File: config.mk
export PLATFORM = sky130hd
export DESIGN_NAME = seq_ctrl
export DESIGN_NICKNAME = d
export VERILOG_FILES = /design/src/rtl/seq_ctrl_pkg.sv /design/src/rtl/seq_stall_wdt.sv /design/src/rtl/seq_ctrl.sv
export SDC_FILE = /design/constraint.sdc
export NUM_CORES = 1
export LEC_CHECK = 0
export ABC_CLOCK_PERIOD_IN_PS = 2600
export BUFFER_PORTS_ARGS = -buffer_cell sky130_fd_sc_hd__buf_2
export CORE_MARGIN = 3
export CORE_UTILIZATION = 50
export DETAILED_ROUTE_END_ITERATION = 16
export PLACE_DENSITY = 0.82
export SLEW_MARGIN = 20
export SYNTH_ARGS = -nofsm -noshare
export SYNTH_HDL_FRONTEND = slang
export SYNTH_SLANG_ARGS = --single-unit
File: constraint.sdc
create_clock -name clk -period 2.6 [get_ports clk]
set_input_delay 0.52 -clock clk [delete_from_list [all_inputs] [get_ports clk]]
set_output_delay 0.52 -clock clk [all_outputs]
set_load 0.005 [all_outputs]
File: src/rtl/seq_ctrl_pkg.sv
// -----------------------------------------------------------------------------
// seq_ctrl_pkg
// Shared parameters for the instruction sequencer: opcode width, the halt
// opcode and the SequencerState encodings. SHALT and SERR sit after the
// original seven-state main path so existing encodings keep their values.
// Also holds a helper that identifies the states able to stall on RAM.
// -----------------------------------------------------------------------------
package seq_ctrl_pkg;

    localparam int unsigned OPCODE_WIDTH = 4;
    localparam logic [OPCODE_WIDTH-1:0] OP_HALT = 4'hF;

    typedef logic [3:0] SequencerState;

    localparam SequencerState SRST   = 4'd0;
    localparam SequencerState SREAD  = 4'd1;
    localparam SequencerState SLOAD1 = 4'd2;
    localparam SequencerState SLOAD2 = 4'd3;
    localparam SequencerState SLOAD3 = 4'd4;
    localparam SequencerState SCALC  = 4'd5;
    localparam SequencerState SWRITE = 4'd6;
    localparam SequencerState SNXT   = 4'd7;
    localparam SequencerState SHALT  = 4'd8;
    localparam SequencerState SERR   = 4'd9;

    // States that wait for RAM while ram_busy is high.
    function automatic logic is_stall_state(input SequencerState s);
        return (s == SLOAD1) || (s == SLOAD2) || (s == SLOAD3) || (s == SCALC);
    endfunction

endpackage

File: src/rtl/seq_stall_wdt.sv
// -----------------------------------------------------------------------------
// seq_stall_wdt
// Counts consecutive stalled cycles. trip is raised combinationally during
// the STALL_LIMIT-th consecutive stalled cycle so the sequencer can move to
// its error state on the following clock edge.
// Ports:
//   clk   - clock
//   rst   - synchronous active-high reset
//   stall - current cycle is a stall cycle
//   clear - current cycle breaks the stall run; count returns to zero
//   trip  - limit reached on this cycle
// -----------------------------------------------------------------------------
module seq_stall_wdt #(
    parameter int unsigned STALL_LIMIT = 16
) (
    input  logic clk,
    input  logic rst,
    input  logic stall,
    input  logic clear,
    output logic trip
);

    logic [7:0] cnt_q;
    logic [7:0] cnt_d;

    // cnt_q holds the number of stalled cycles already completed, so the
    // limit is hit when one more stall arrives with cnt_q at LIMIT-1.
    assign trip = stall && (cnt_q == 8'(STALL_LIMIT - 1));

    always_comb begin
        cnt_d = cnt_q;
        if (clear) begin
            cnt_d = '0;
        end else if (stall) begin
            cnt_d = cnt_q + 8'd1;
        end
    end

    always_ff @(posedge clk) begin
        if (rst) begin
            cnt_q <= '0;
        end else begin
            cnt_q <= cnt_d;
        end
    end

endmodule

File: src/rtl/seq_ctrl.sv
// -----------------------------------------------------------------------------
// seq_ctrl
// Instruction sequencer: SREAD->SLOAD1->SLOAD2->SLOAD3->SCALC->SWRITE->SNXT,
// with RAM stalls in the load/calc stages, run/step/halt control, a stall
// watchdog leading to an absorbing SERR, and optional performance counters.
// Ports:
//   clk, rst          - clock, synchronous active-high reset
//   run               - free-run level
//   step              - single-step pulse (from SHALT)
//   halt_req          - stop at next instruction boundary (SNXT)
//   opcode            - decoded opcode, valid from SLOAD1
//   ram_busy          - RAM stall indication
//   q                 - registered current state
//   halted, err       - q==SHALT, q==SERR
//   retired_cnt       - SWRITE cycles seen
//   cycle_cnt         - cycles outside SRST/SHALT/SERR
// Build option: define SEQ_PERF_CNT_EN to build the performance counters;
// otherwise both counter outputs are tied to zero.
// -----------------------------------------------------------------------------
module seq_ctrl
    import seq_ctrl_pkg::*;
#(
    parameter int unsigned STALL_LIMIT = 16,
    parameter int unsigned CNT_WIDTH   = 16
) (
    input  logic                    clk,
    input  logic                    rst,
    input  logic                    run,
    input  logic                    step,
    input  logic                    halt_req,
    input  logic [OPCODE_WIDTH-1:0] opcode,
    input  logic                    ram_busy,
    output SequencerState           q,
    output logic                    halted,
    output logic                    err,
    output logic [CNT_WIDTH-1:0]    retired_cnt,
    output logic [CNT_WIDTH-1:0]    cycle_cnt
);

    SequencerState state_q;
    SequencerState state_d;
    logic          step_flag_q;
    logic          step_flag_d;
    logic          stall;
    logic          wdt_clear;
    logic          trip;

    // A halt opcode in SLOAD1 leaves immediately, so it never counts as a stall.
    assign stall     = is_stall_state(state_q) && ram_busy &&
                       !((state_q == SLOAD1) && (opcode == OP_HALT));
    assign wdt_clear = !stall;

    seq_stall_wdt #(
        .STALL_LIMIT(STALL_LIMIT)
    ) u_wdt (
        .clk  (clk),
        .rst  (rst),
        .stall(stall),
        .clear(wdt_clear),
        .trip (trip)
    );

    always_comb begin
        state_d     = state_q;
        step_flag_d = step_flag_q;
        case (state_q)
            SRST: begin
                if (run) begin
                    state_d     = SREAD;
                    step_flag_d = 1'b0;
                end
            end
            SREAD:  state_d = SLOAD1;
            SLOAD1: begin
                if (opcode == OP_HALT) begin
                    state_d     = SHALT;
                    step_flag_d = 1'b0;
                end else if (trip) begin
                    state_d = SERR;
                end else if (!ram_busy) begin
                    state_d = SLOAD2;
                end
            end
            SLOAD2: begin
                if (trip)           state_d = SERR;
                else if (!ram_busy) state_d = SLOAD3;
            end
            SLOAD3: begin
                if (trip)           state_d = SERR;
                else if (!ram_busy) state_d = SCALC;
            end
            SCALC: begin
                if (trip)           state_d = SERR;
                else if (!ram_busy) state_d = SWRITE;
            end
            SWRITE: state_d = SNXT;
            SNXT: begin
                state_d     = (halt_req || step_flag_q) ? SHALT : SREAD;
                step_flag_d = 1'b0;
            end
            SHALT: begin
                // step has priority over resume and marks the instruction
                // so SNXT returns here afterwards.
                if (step) begin
                    state_d     = SREAD;
                    step_flag_d = 1'b1;
                end else if (run && !halt_req) begin
                    state_d     = SREAD;
                    step_flag_d = 1'b0;
                end
            end
            SERR:    state_d = SERR;
            default: state_d = SERR;
        endcase
    end

    always_ff @(posedge clk) begin
        if (rst) begin
            state_q     <= SRST;
            step_flag_q <= 1'b0;
        end else begin
            state_q     <= state_d;
            step_flag_q <= step_flag_d;
        end
    end

    assign q      = state_q;
    assign halted = (state_q == SHALT);
    assign err    = (state_q == SERR);

`ifdef SEQ_PERF_CNT_EN
    logic [CNT_WIDTH-1:0] retired_q;
    logic [CNT_WIDTH-1:0] retired_d;
    logic [CNT_WIDTH-1:0] cycle_q;
    logic [CNT_WIDTH-1:0] cycle_d;

    always_comb begin
        retired_d = retired_q;
        cycle_d   = cycle_q;
        if (state_q == SWRITE) begin
            retired_d = retired_q + CNT_WIDTH'(1);
        end
        if ((state_q != SRST) && (state_q != SHALT) && (state_q != SERR)) begin
            cycle_d = cycle_q + CNT_WIDTH'(1);
        end
    end

    always_ff @(posedge clk) begin
        if (rst) begin
            retired_q <= '0;
            cycle_q   <= '0;
        end else begin
            retired_q <= retired_d;
            cycle_q   <= cycle_d;
        end
    end

    assign retired_cnt = retired_q;
    assign cycle_cnt   = cycle_q;
`else
    assign retired_cnt = '0;
    assign cycle_cnt   = '0;
`endif

endmodule

---- After elaboration in Yosys (flattened, before gate mapping) ----
Index checks and enable logic that the tools add are counted.
cells by class
  add/subtract/negate cells ............... 1
  $mul .................................... 0
  div/mod/pow operators ................... 0
  $lt $le $gt $ge ......................... 0
  equality and inequality tests ........... 18
  shifts and indexed selects .............. 0
  mux-type cells .......................... 19
  bitwise logic cells ..................... 1
  reduce and logical (&&, ||, !) cells .... 16
operators by type and width
  kind                                                   number
  2-to-1 mux 4 bit                                       13
  case mux 4 bit (9 select lines)                        1
  equality test 4 x 3 -> 1 bit, second input constant    4
  equality test 4 bit, second input constant             3
  inequality test 3 bit, second input constant           3
  adder 8 x 1 -> 8 bit, second input constant            1
  equality test 4 x 2 -> 1 bit, second input constant    2
  equality test 8 x 4 -> 1 bit, second input constant    1
  AND reduction 6 bit                                    1
  logical AND 1 bit                                      5
  equality test 4 x 1 -> 1 bit, second input constant    1
  logical NOT 4 bit                                      1
  logical OR 1 bit                                       4
  2-to-1 mux 1 bit                                       4
  inequality test 4 x 3 -> 1 bit, second input constant  1
  case mux 1 bit (4 select lines)                        1
  AND reduction 4 bit                                    1
  nonzero test 4 bit                                     1
  inequality test 3 x 2 -> 1 bit, second input constant  1
  logical NOT 1 bit                                      2
  inequality test 2 x 1 -> 1 bit, second input constant  1
  inequality test 2 bit, second input constant           1
  OR reduction 2 bit                                     1
  inverter 1 bit                                         1
storage, ports and cells
  flip-flop bits (word level) ............. 13
  bits in latches ......................... 0
  bits in writable memories ............... 0
  ROM bits ................................ 0
  memories ................................ 0

---- Longest topological paths before layout ----
Gate-level depths: netlist (run 1).
  word-level depth ........................ 10
  depth in mapped cells ................... 5

---- By module ----
A second synthesis (run 1) with hierarchy kept.
unflattened totals
  cells, all modules ...................... 137
  area total of the unflattened synthesis .. 1106.1 um^2
modules (own cells, without submodules)
  module         instances  cells an instance  area an instance (um^2)  sequential area each (um^2)
  seq_ctrl       1          97                 749.5                    100.1
  seq_stall_wdt  1          40                 356.6                    160.2

---- Least setup slack after synthesis (run 1) ----
No wires, ideal clock.
  path type ............................... input to register
  from .................................... in opcode[2]
  to ...................................... reg state_q[3], in the netlist q[3]
  arrival time ............................ 1.402 ns
  required time ........................... 2.542 ns
  path slack .............................. 1.140 ns
  stages .................................. 4
  buffers on the path ..................... 0
  path through ............................ nand4_1 > or3_1 > a221oi_1 > o21ba_1
on the way
  longest elaborated chain between the ends .. 8
ends and longest elaborated chain
  what                             line                            text
  start: declaration               seq_ctrl.sv:31                  input logic [OPCODE_WIDTH-1:0] opcode,
  equality test 4 bit *            seq_ctrl.sv:50, seq_ctrl.sv:75
  logical AND 1 bit                seq_ctrl.sv:50                  !((state_q == SLOAD1) && (opcode == OP_HALT));
  logical NOT 1 bit                seq_ctrl.sv:50
  logical AND 1 bit                seq_ctrl.sv:49                  assign stall = is_stall_state(state_q) && ram_busy &&
  logical AND 1 bit                seq_stall_wdt.sv:28             assign trip = stall && (cnt_q == 8'(STALL_LIMIT - 1));
  2-to-1 mux 4 bit                 seq_ctrl.sv:78                  end else if (trip) begin
  2-to-1 mux 4 bit                 seq_ctrl.sv:75                  if (opcode == OP_HALT) begin
  case mux 4 bit (9 select lines)  seq_ctrl.sv:66                  case (state_q)
  end signal: assignment           seq_ctrl.sv:122                 state_q <= state_d;
  end: declaration                 seq_ctrl.sv:40                  SequencerState state_q;
Every way passes the cells marked *; elsewhere a longest branch is shown, timed or not.
A chain may end at the register's enable or synchronous reset.

---- Worst setup path in the final report (run 1) ----
  from .................................... reg state_q[1], in the netlist q[1]
  to ...................................... out halted
on the way
  longest elaborated chain between the ends .. 1
ends and longest elaborated chain
  what                 line             text
  equality test 4 bit  seq_ctrl.sv:128  assign halted = (state_q == SHALT);
  end: declaration     seq_ctrl.sv:34   output logic halted,
No other way between the ends.

==> results of run 1 <==
==> stage by stage <==
stage                      util  cells  power (W)
final                     0.549    162   0.000611
after global routing      0.549    162   0.000651
after CTS                 0.549    162   0.000611
after detailed placement  0.535    158   0.000487
after global placement    0.535    158   0.000480
after floorplan               -    154   0.000494
==> placed cells by master (no fill, tap or decap), types with 2 or more instances in the layout <==
cell type,netlist,final
conb_1,1,32
buf_2,0,15
dfxtp_1,13,13
nor2_1,10,10
nand2_1,5,5
inv_1,4,4
xnor2_1,4,4
nand3_1,4,4
or3_1,3,3
o21ai_0,3,3
and3_1,3,3
clkbuf_4,0,3
nor3_1,2,2
nor2b_1,2,2
xor2_1,2,2
a31oi_1,2,2
==> cell usage after synthesis, types with 2 or more instances <==
master   number
a31oi_1       2
and3_1        3
buf_4        34
buf_6         2
dfxtp_1      13
inv_1         4
nand2_1       5
nand3_1       4
nor2_1       10
nor2b_1       2
nor3_1        2
o21ai_0       3
or3_1         3
xnor2_1       4
xor2_1        2
==> sequential cells by signal, summed over array words and instances (netlist names) <==
name	cells
u_wdt.cnt_q	8
q	4
step_flag_q	1
==> area by class of cell <==
type	instances	area, µm²	share of cell area
multi-input combinational	101	612	0.600
tap	25	31.3	0.0307
sequential	13	260	0.255
timing repair buffer	15	75.1	0.0736
inverter	4	15.0	0.0147
clock buffer	4	26.3	0.0258
==> path summary, 6_finish.rpt <==
| path | end | slack, ns | cells after the start |
|---|---|---|---|
| hold / removal | q[0] | 0.46 | 2 |
| hold reg to reg | u_wdt.cnt_q[0] | 0.48 | 1 |
| setup reg to reg | q[3] | 0.96 | 4 |
| setup / recovery | halted | 0.70 | 3 |
==> worst register-to-register path: stages, from the launching register on <==
cell,delay (ns)
dfxtp_1,0.67
nor2b_1,0.18
o311ai_2,0.39
nor3_1,0.10
o21ba_1,0.20
==> per-layer routing <==
layer / vias up / global-route usage / wire [µm]
li1: 389 / - / -
met4: 0 / 0.0786 / 79
met3: 10 / 0.0487 / 209
met5: - / 0 / 0
met1: 358 / 0.158 / 746
met2: 61 / 0.286 / 980
==> power groups by stage <==
stage                     logic (W)  clock network (W)  registers, W
final                      0.000208           0.000124      0.000279
after global routing       0.000230           0.000135      0.000286
after detailed placement   0.000204                  0      0.000283
after global placement     0.000200                  0      0.000280
after CTS                  0.000205           0.000128      0.000278
after floorplan            0.000251                  0      0.000243
==> kinds of logic after synthesis <==
logic type,after synthesis,synth area share
other,1,0.00358
muxes,1,0.0107
and+or+nand+nor,41,0.228
DFF,13,0.248
AOI/OAI and AO/OA,19,0.153
xor gates and xnor gates,7,0.0656
adders and majority gates,1,0.0119
buffers and inverters,40,0.279
==> flow_metrics.tcl, run 1 <==
set metrics [dict create \
    outcome "completed" \
    startpoint_type "flip-flop" \
    ioPinCount 48 \
    dr.pass1.iters 4 \
    ys_ff_latch 13 \
    grt_overflow 0 \
    num_antenna_cells 0 \
    synthToLayoutAreaGrowth_pct -2.74 \
    synth_edf_count 0 \
    grt_antenna_before_repair 0 \
    hold_violations 0 \
    cts-root-buf "clkbuf_4" \
    htree_levels 1 \
    routed_wl_mm 2.02 \
    drc 0 \
    hold_path_class "primary input to flip-flop" \
    critical_path.top_delay_family "flip-flops" \
    yosysSeqAreaShare 0.248 \
    cts_buffer_depth 2 \
    port_buffers 15 \
    r2r_start "q[1]" \
    hp-start "rst" \
    placed_area_um2 993 \
    share_seq_of_total_power 0.457 \
    critPathLaunch "q[1]" \
    grt_pass1_vias 749 \
    sw_frac_of_total 0.380 \
    wl_per_cell_um 12.4 \
    nets 149 \
    path_cells "nor3_2, and2_1, buf_2" \
    rsz0062_at_grt "no" \
    timing.final.crit_period_ns 1.90 \
    slowest_stage "dfxtp_1" \
    finalWorstSetupSlack_ns 0.697 \
    avgSynthCellArea_um2 8.52 \
    grt_pass1_wl_mm 3.13 \
    yosys.area.top_type "dfxtp_1" \
    cts-hold-fix-buffers 0 \
    slew_headroom 0.634 \
    combPwrFrac 0.340 \
    p_leak_nw 0.478 \
    synth-async-reset-ratio 0 \
    max_cap_violations 0 \
    rows 15 \
    dp_hpwl_mm 1.57 \
    crit_buf_inv 1 \
    core-area_um2 1860 \
    design_area_um2 1020 \
    ys_types 45 \
    cell_internal_pwr_w 0.000379 \
    worstPathMaxFanout 16 \
    hold_ws_ns 0.461 \
    die_area_um2 2680 \
    drv_slew 0 \
    vias_per_cell 5.05 \
    first_iter_violations 21 \
    synth.yosys.warnings 0 \
    worst_slew_pin_slew_ns 0.548 \
    cts_setup_buffers 0 \
    p_switching_w 0.000232 \
    clk_latency_ns 0.27 \
    endpoint_kind "output port" \
    start_util 0.564 \
    pwr-share-clk 0.203 \
    fin_skew_ns 0.00259 \
    synth_area_leaders "dfxtp_1 25%, buf_4 24%, nor2_1 3.6%" \
    clk_pin_slew_ns 0.07 \
    cts_tree "built" \
    track_usage 0.157 \
    arrival_ns 1.38 \
    max_freq_mhz 525 \
    cp_data_required_time_ns 2.08 \
    route.antenna.remaining_nets 0 \
    die_x_um 51.8 \
    synthesis.instances 123 \
    cellPowerDensity_nw_per_um2 599 \
    setup_violations 0 \
    n_fill_cell 182 \
    cts_buffers 3 \
    cts.sinks 13 \
    syn_area_um2 1050 \
    ir_worst_vdd_uv 262 \
    fin_setup_tns_ns 0 \
    synth_top_area_share 0.248 \
    vias 818 \
    die_y_um 51.8 \
    period_share 0.732 \
    drive_above_1_share 0.219 \
    post_cts_resized 0 \
    grt_start_max_net_pins 17 \
    gp_congestion 0.836 \
    critPathMaxStageDelay_ns 0.67 \
    dpl_worst_slack_ns 0.870 \
    crit_type "flip-flop to output port" \
    synth-main-ff-cell "dfxtp_1" \
]
(Power assumes the default switching activity.)
==> run 2: changes to the inputs <==
Settings changed: ABC_CLOCK_PERIOD_IN_PS 2600 to 1600, CORE_UTILIZATION 50 to 42, PLACE_DENSITY 0.82 to 0.73.
Clock period 2.6 ns to 1.6 ns, I/O delays scaled along.
==> run 2 against run 1 <==
Effect of this change:
- combinational power grew 71%
- sequential share of layout area shrank 0.25 points
- register-to-register slack lost 0.76 ns
- critical path type unchanged
- worst setup slack lost 0.61 ns
- cell count grew 3.1%
- final area grew 2.9%
- critical endpoint unchanged
- worst hold slack lost 0.20 ns
- sequential cell count is the same
- largest cell class unchanged
- via count shrank 4.2%
==> flow_metrics.tcl, run 2 (same netlist as run 1, synthesis figures left out) <==
set metrics [dict create \
    outcome "completed" \
    p_leak_nw 0.492 \
    max_cap_violations 0 \
    cts_tree "built" \
    mostFrequentLayoutCells "32 x conb_1, 15 x buf_2, 10 x nor2_1" \
    fin_setup_tns_ns 0 \
    worstPathMaxFanout 16 \
    routed_wl_mm 1.94 \
    clk_pin_slew_ns 0.09 \
    largest_reg_flops 8 \
    setup_violations 0 \
    path_cells "nor3_4, and2_1, buf_2" \
    gp_congestion 0.822 \
    slowest_stage "dfxtp_2" \
    rows 17 \
    cts.sinks 13 \
    track_usage 0.117 \
    endpoint_kind "output port" \
    crit_type "flip-flop to output port" \
    clk_latency_ns 0.27 \
    startpoint_type "flip-flop" \
    grt_pass1_wl_mm 3.03 \
    nets 151 \
    vias_per_cell 4.69 \
    rsz0062_at_grt "no" \
    grt_start_max_net_pins 17 \
    cp_data_required_time_ns 1.28 \
    num_antenna_cells 0 \
    max_freq_mhz 659 \
    dr.pass1.iters 5 \
    arrival_ns 1.20 \
    route.antenna.remaining_nets 0 \
    finalWorstSetupSlack_ns 0.0831 \
    ir_worst_vdd_uv 519 \
    dp_hpwl_mm 1.45 \
    period_share 0.948 \
    critical_path.top_delay_family "flip-flops" \
    cts_buffer_depth 2 \
    timing.final.crit_period_ns 1.52 \
    hold_path_class "primary input to flip-flop" \
    drive_above_1_share 0.259 \
    grt_overflow 0 \
    ioPinCount 48 \
    core-area_um2 2300 \
    htree_levels 1 \
    hold_violations 0 \
    grt_pass1_vias 659 \
    fin_skew_ns 0.0108 \
    critPathMaxStageDelay_ns 0.42 \
    die_y_um 56.0 \
    cellPowerDensity_nw_per_um2 980 \
    drv_slew 0 \
    wl_per_cell_um 11.6 \
    die_x_um 56.0 \
    dpl_worst_slack_ns 0.0442 \
    cts_buffers 3 \
    regMostFlops "u_wdt.cnt_q" \
    port_buffers 15 \
    vias 784 \
    first_iter_violations 24 \
    crit_buf_inv 1 \
    synthToLayoutAreaGrowth_pct 0.120 \
    cts-root-buf "clkbuf_4" \
    final_common_cell "conb_1" \
    drc 0 \
    die_area_um2 3130 \
    start_util 0.456 \
    grt_antenna_before_repair 0 \
]
[run 2: cell types whose count changed in the layout (fill, tap and decap cells not counted), sizes merged]
cell | previous run | this run
buf | 15 | 17
[run 2: metal layers]
metal,vias up,global-route usage,wire length (µm)
met5,-,0,0
met4,0,0.0508,21
met3,2,0.00696,119
met2,31,0.170,910
met1,359,0.176,884
li1,392,-,-
[run 2: stage by stage]
step / hold WS [ns] / total power [W] / instance area [µm²] / util / std cells
floorplan: 0.382 / 0.000803 / 1160 / - / 154
global placement: 0.426 / 0.000784 / 1010 / 0.441 / 163
detailed placement: 0.435 / 0.000794 / 1010 / 0.441 / 163
CTS: 0.259 / 0.00102 / 1050 / 0.455 / 167
global route: 0.255 / 0.00111 / 1050 / 0.457 / 167
finish: 0.263 / 0.00103 / 1050 / 0.457 / 167
[run 2: final timing paths]
check	start	slack, ns	end	depth (start not counted)
setup reg to reg	u_wdt.cnt_q[5]	0.20	q[2]	4
hold reg to reg	u_wdt.cnt_q[0]	0.45	u_wdt.cnt_q[0]	1
hold / removal	rst	0.26	q[0]	2
setup / recovery	q[1]	0.08	halted	3
[run 2: cell type report]
cell class,instances,area [µm²]
fill,240,1250
multi-input combinational,101,618
sequential,13,265
timing repair buffer,17,90.1
tap,28,35.0
clock buffer,4,26.3
inverter,4,15.0
[run 2: worst reg2reg max path: cells and delay by family (launching register included)]
| kind | cells | cell delay (ns) |
|---|---|---|
| flops | 1 | 0.35 |
| simple gates | 2 | 0.69 |
| compound gates | 2 | 0.27 |
[run 2: repair_timing]
| item | 4_1_cts | 5_1_grt |
|---|---|---|
| resized for setup | 2 | 3 |
| pin swaps | 0 | 0 |
| hold buffers | 0 | 0 |
| endpoints found under the setup margin | 1 | 12 |
| buffers inserted | 0 | 0 |
[run 2: power breakdown]
part           total [W]  switching [W]  internal [W]
Combinational   0.000356       0.000179      0.000177
Clock           0.000204       0.000108     0.0000964
Sequential      0.000469       0.000109      0.000360
==> run 3: changes to the inputs <==
Settings changed: CORE_UTILIZATION 42 to 35, PLACE_DENSITY 0.73 to 0.62.
==> run 3 against run 2 <==
Effect of this change:
- global-route usage fell by 1.7 points
- maximum frequency increased by 2.2%
- combinational power grew 7.3%
- critical endpoint unchanged
- largest power group unchanged
==> flow_metrics.tcl, run 3 (same netlist as run 1, synthesis figures left out) <==
set metrics [dict create \
    ff2ff_path_depth 4 \
    drc 0 \
    cts_buffer_depth 2 \
    vias_per_cell 4.49 \
    nets 151 \
    worstPathMaxFanout 11 \
    max_cap_violations 0 \
    dr.pass1.iters 4 \
    endpoint_kind "output port" \
    outcome "completed" \
    cell_internal_pwr_w 0.000651 \
    core-area_um2 2810 \
    largest_reg_flops 8 \
    port_buffers 15 \
    fin_skew_ns 0.00203 \
    cts_tree "built" \
    period_share 0.928 \
    route.antenna.remaining_nets 0 \
    critical_path.top_delay_family "flip-flops" \
    path_cells "nor3_4, and2_1, buf_2" \
    drive_above_1_share 0.259 \
    n_fill_cell 294 \
    die_area_um2 3690 \
    cts-root-buf "clkbuf_4" \
    synthToLayoutAreaGrowth_pct 0.477 \
    final_cells 170 \
    rows 19 \
    placedCellCount 166 \
    mostFrequentLayoutCells "32 x conb_1, 15 x buf_2, 10 x nor2_1" \
    cellPowerDensity_nw_per_um2 979 \
    crit_type "flip-flop to output port" \
    p_leak_nw 0.493 \
    routed_wl_mm 1.76 \
    rsz0062_at_grt "no" \
    utilization 0.376 \
    setup_violations 0 \
    vias 764 \
    combPwrFrac 0.371 \
    grt_pass1_vias 651 \
    cts.sinks 13 \
    min_path_cells 2 \
    cts_setup_buffers 0 \
    sw_frac_of_total 0.369 \
    final_common_cell "conb_1" \
    slowest_stage "dfxtp_2" \
    grt_antenna_before_repair 0 \
    arrival_ns 1.16 \
    timing.final.crit_period_ns 1.48 \
    grt_overflow 0 \
    r2r_slack_ns 0.20 \
    die_y_um 60.7 \
    hold_violations 0 \
    ir_worst_vdd_uv 514 \
    share_seq_of_total_power 0.441 \
    hold_path_class "primary input to flip-flop" \
    grt_start_max_net_pins 15 \
    htree_levels 1 \
    num_antenna_cells 0 \
    dp_hpwl_mm 1.39 \
    cts-hold-fix-buffers 0 \
    hold_end "q[0]" \
    regMostFlops "u_wdt.cnt_q" \
    clk_latency_ns 0.27 \
    max_freq_mhz 674 \
    path_depth 3 \
    cp_data_required_time_ns 1.28 \
    die_x_um 60.7 \
    startpoint_type "flip-flop" \
    grt_pass1_wl_mm 2.77 \
    r2r-end "q[2]" \
    gp_congestion 0.816 \
    ioPinCount 48 \
    pwr-share-clk 0.189 \
    r2r_start "u_wdt.cnt_q[5]" \
    drv_slew 0 \
    hp-start "rst" \
    clk_pin_slew_ns 0.07 \
    critPathMaxStageDelay_ns 0.39 \
    start_util 0.374 \
    power.total_w 0.00103 \
    wl_per_cell_um 10.4 \
    cts_buffers 3 \
    first_iter_violations 38 \
    crit_buf_inv 1 \
    track_usage 0.0999 \
    p_switching_w 0.000381 \
]
run 3: worst max path at each step:
stage                  end  slack (ns)      startpoint
floorplan             q[2]        0.28  u_wdt.cnt_q[5]
global placement      q[3]        0.08       opcode[2]
detailed placement    q[3]        0.08       opcode[3]
CTS                 halted       -0.02            q[0]
global route        halted        0.02            q[0]
finish              halted        0.12            q[0]
run 3: repair_timing:
action                                  CTS  global route
gates cloned                              0             0
gates resized for setup                   0             5
endpoints found under the setup margin    1             3
run 3: metrics by stage:
| step | cell area [µm²] | hold slack, ns | setup slack (ns) | setup TNS (ns) |
|---|---|---|---|---|
| floorplan | 1160 | 0.382 | 0.276 | 0 |
| global placement | 1020 | 0.426 | 0.0816 | 0 |
| detailed placement | 1020 | 0.438 | 0.0806 | 0 |
| CTS | 1040 | 0.248 | -0.0209 | -0.0209 |
| global route | 1050 | 0.240 | 0.0213 | 0 |
| finish | 1050 | 0.251 | 0.116 | 0 |
run 3: power groups by stage:
stage | clock network (W) | logic (W) | registers (W)
6_report | 0.000194 | 0.000382 | 0.000455
3_3_place_gp | 0 | 0.000365 | 0.000445
3_5_place_dp | 0 | 0.000366 | 0.000448
5_1_grt | 0.000227 | 0.000427 | 0.000464
4_1_cts | 0.000205 | 0.000370 | 0.000439
2_1_floorplan | 0 | 0.000409 | 0.000395
run 3: final cells by class:
class | instances | area [µm²] | share of cell area
multi-input cells | 101 | 618 | 0.587
clock buffers | 4 | 26.3 | 0.0249
inverters | 4 | 15.0 | 0.0143
well taps | 31 | 38.8 | 0.0368
flip-flops and latches | 13 | 265 | 0.252
repair buffers | 17 | 90.1 | 0.0855
run 3: layer usage:
layer	wire length [µm]	GRT usage	share of wire	vias to the layer above
li1	-	-	-	389
met2	870	0.157	0.49	29
met5	0	0	0	-
met4	11	0.0372	0.0062	0
met1	731	0.123	0.41	344
met3	151	0.0404	0.086	2
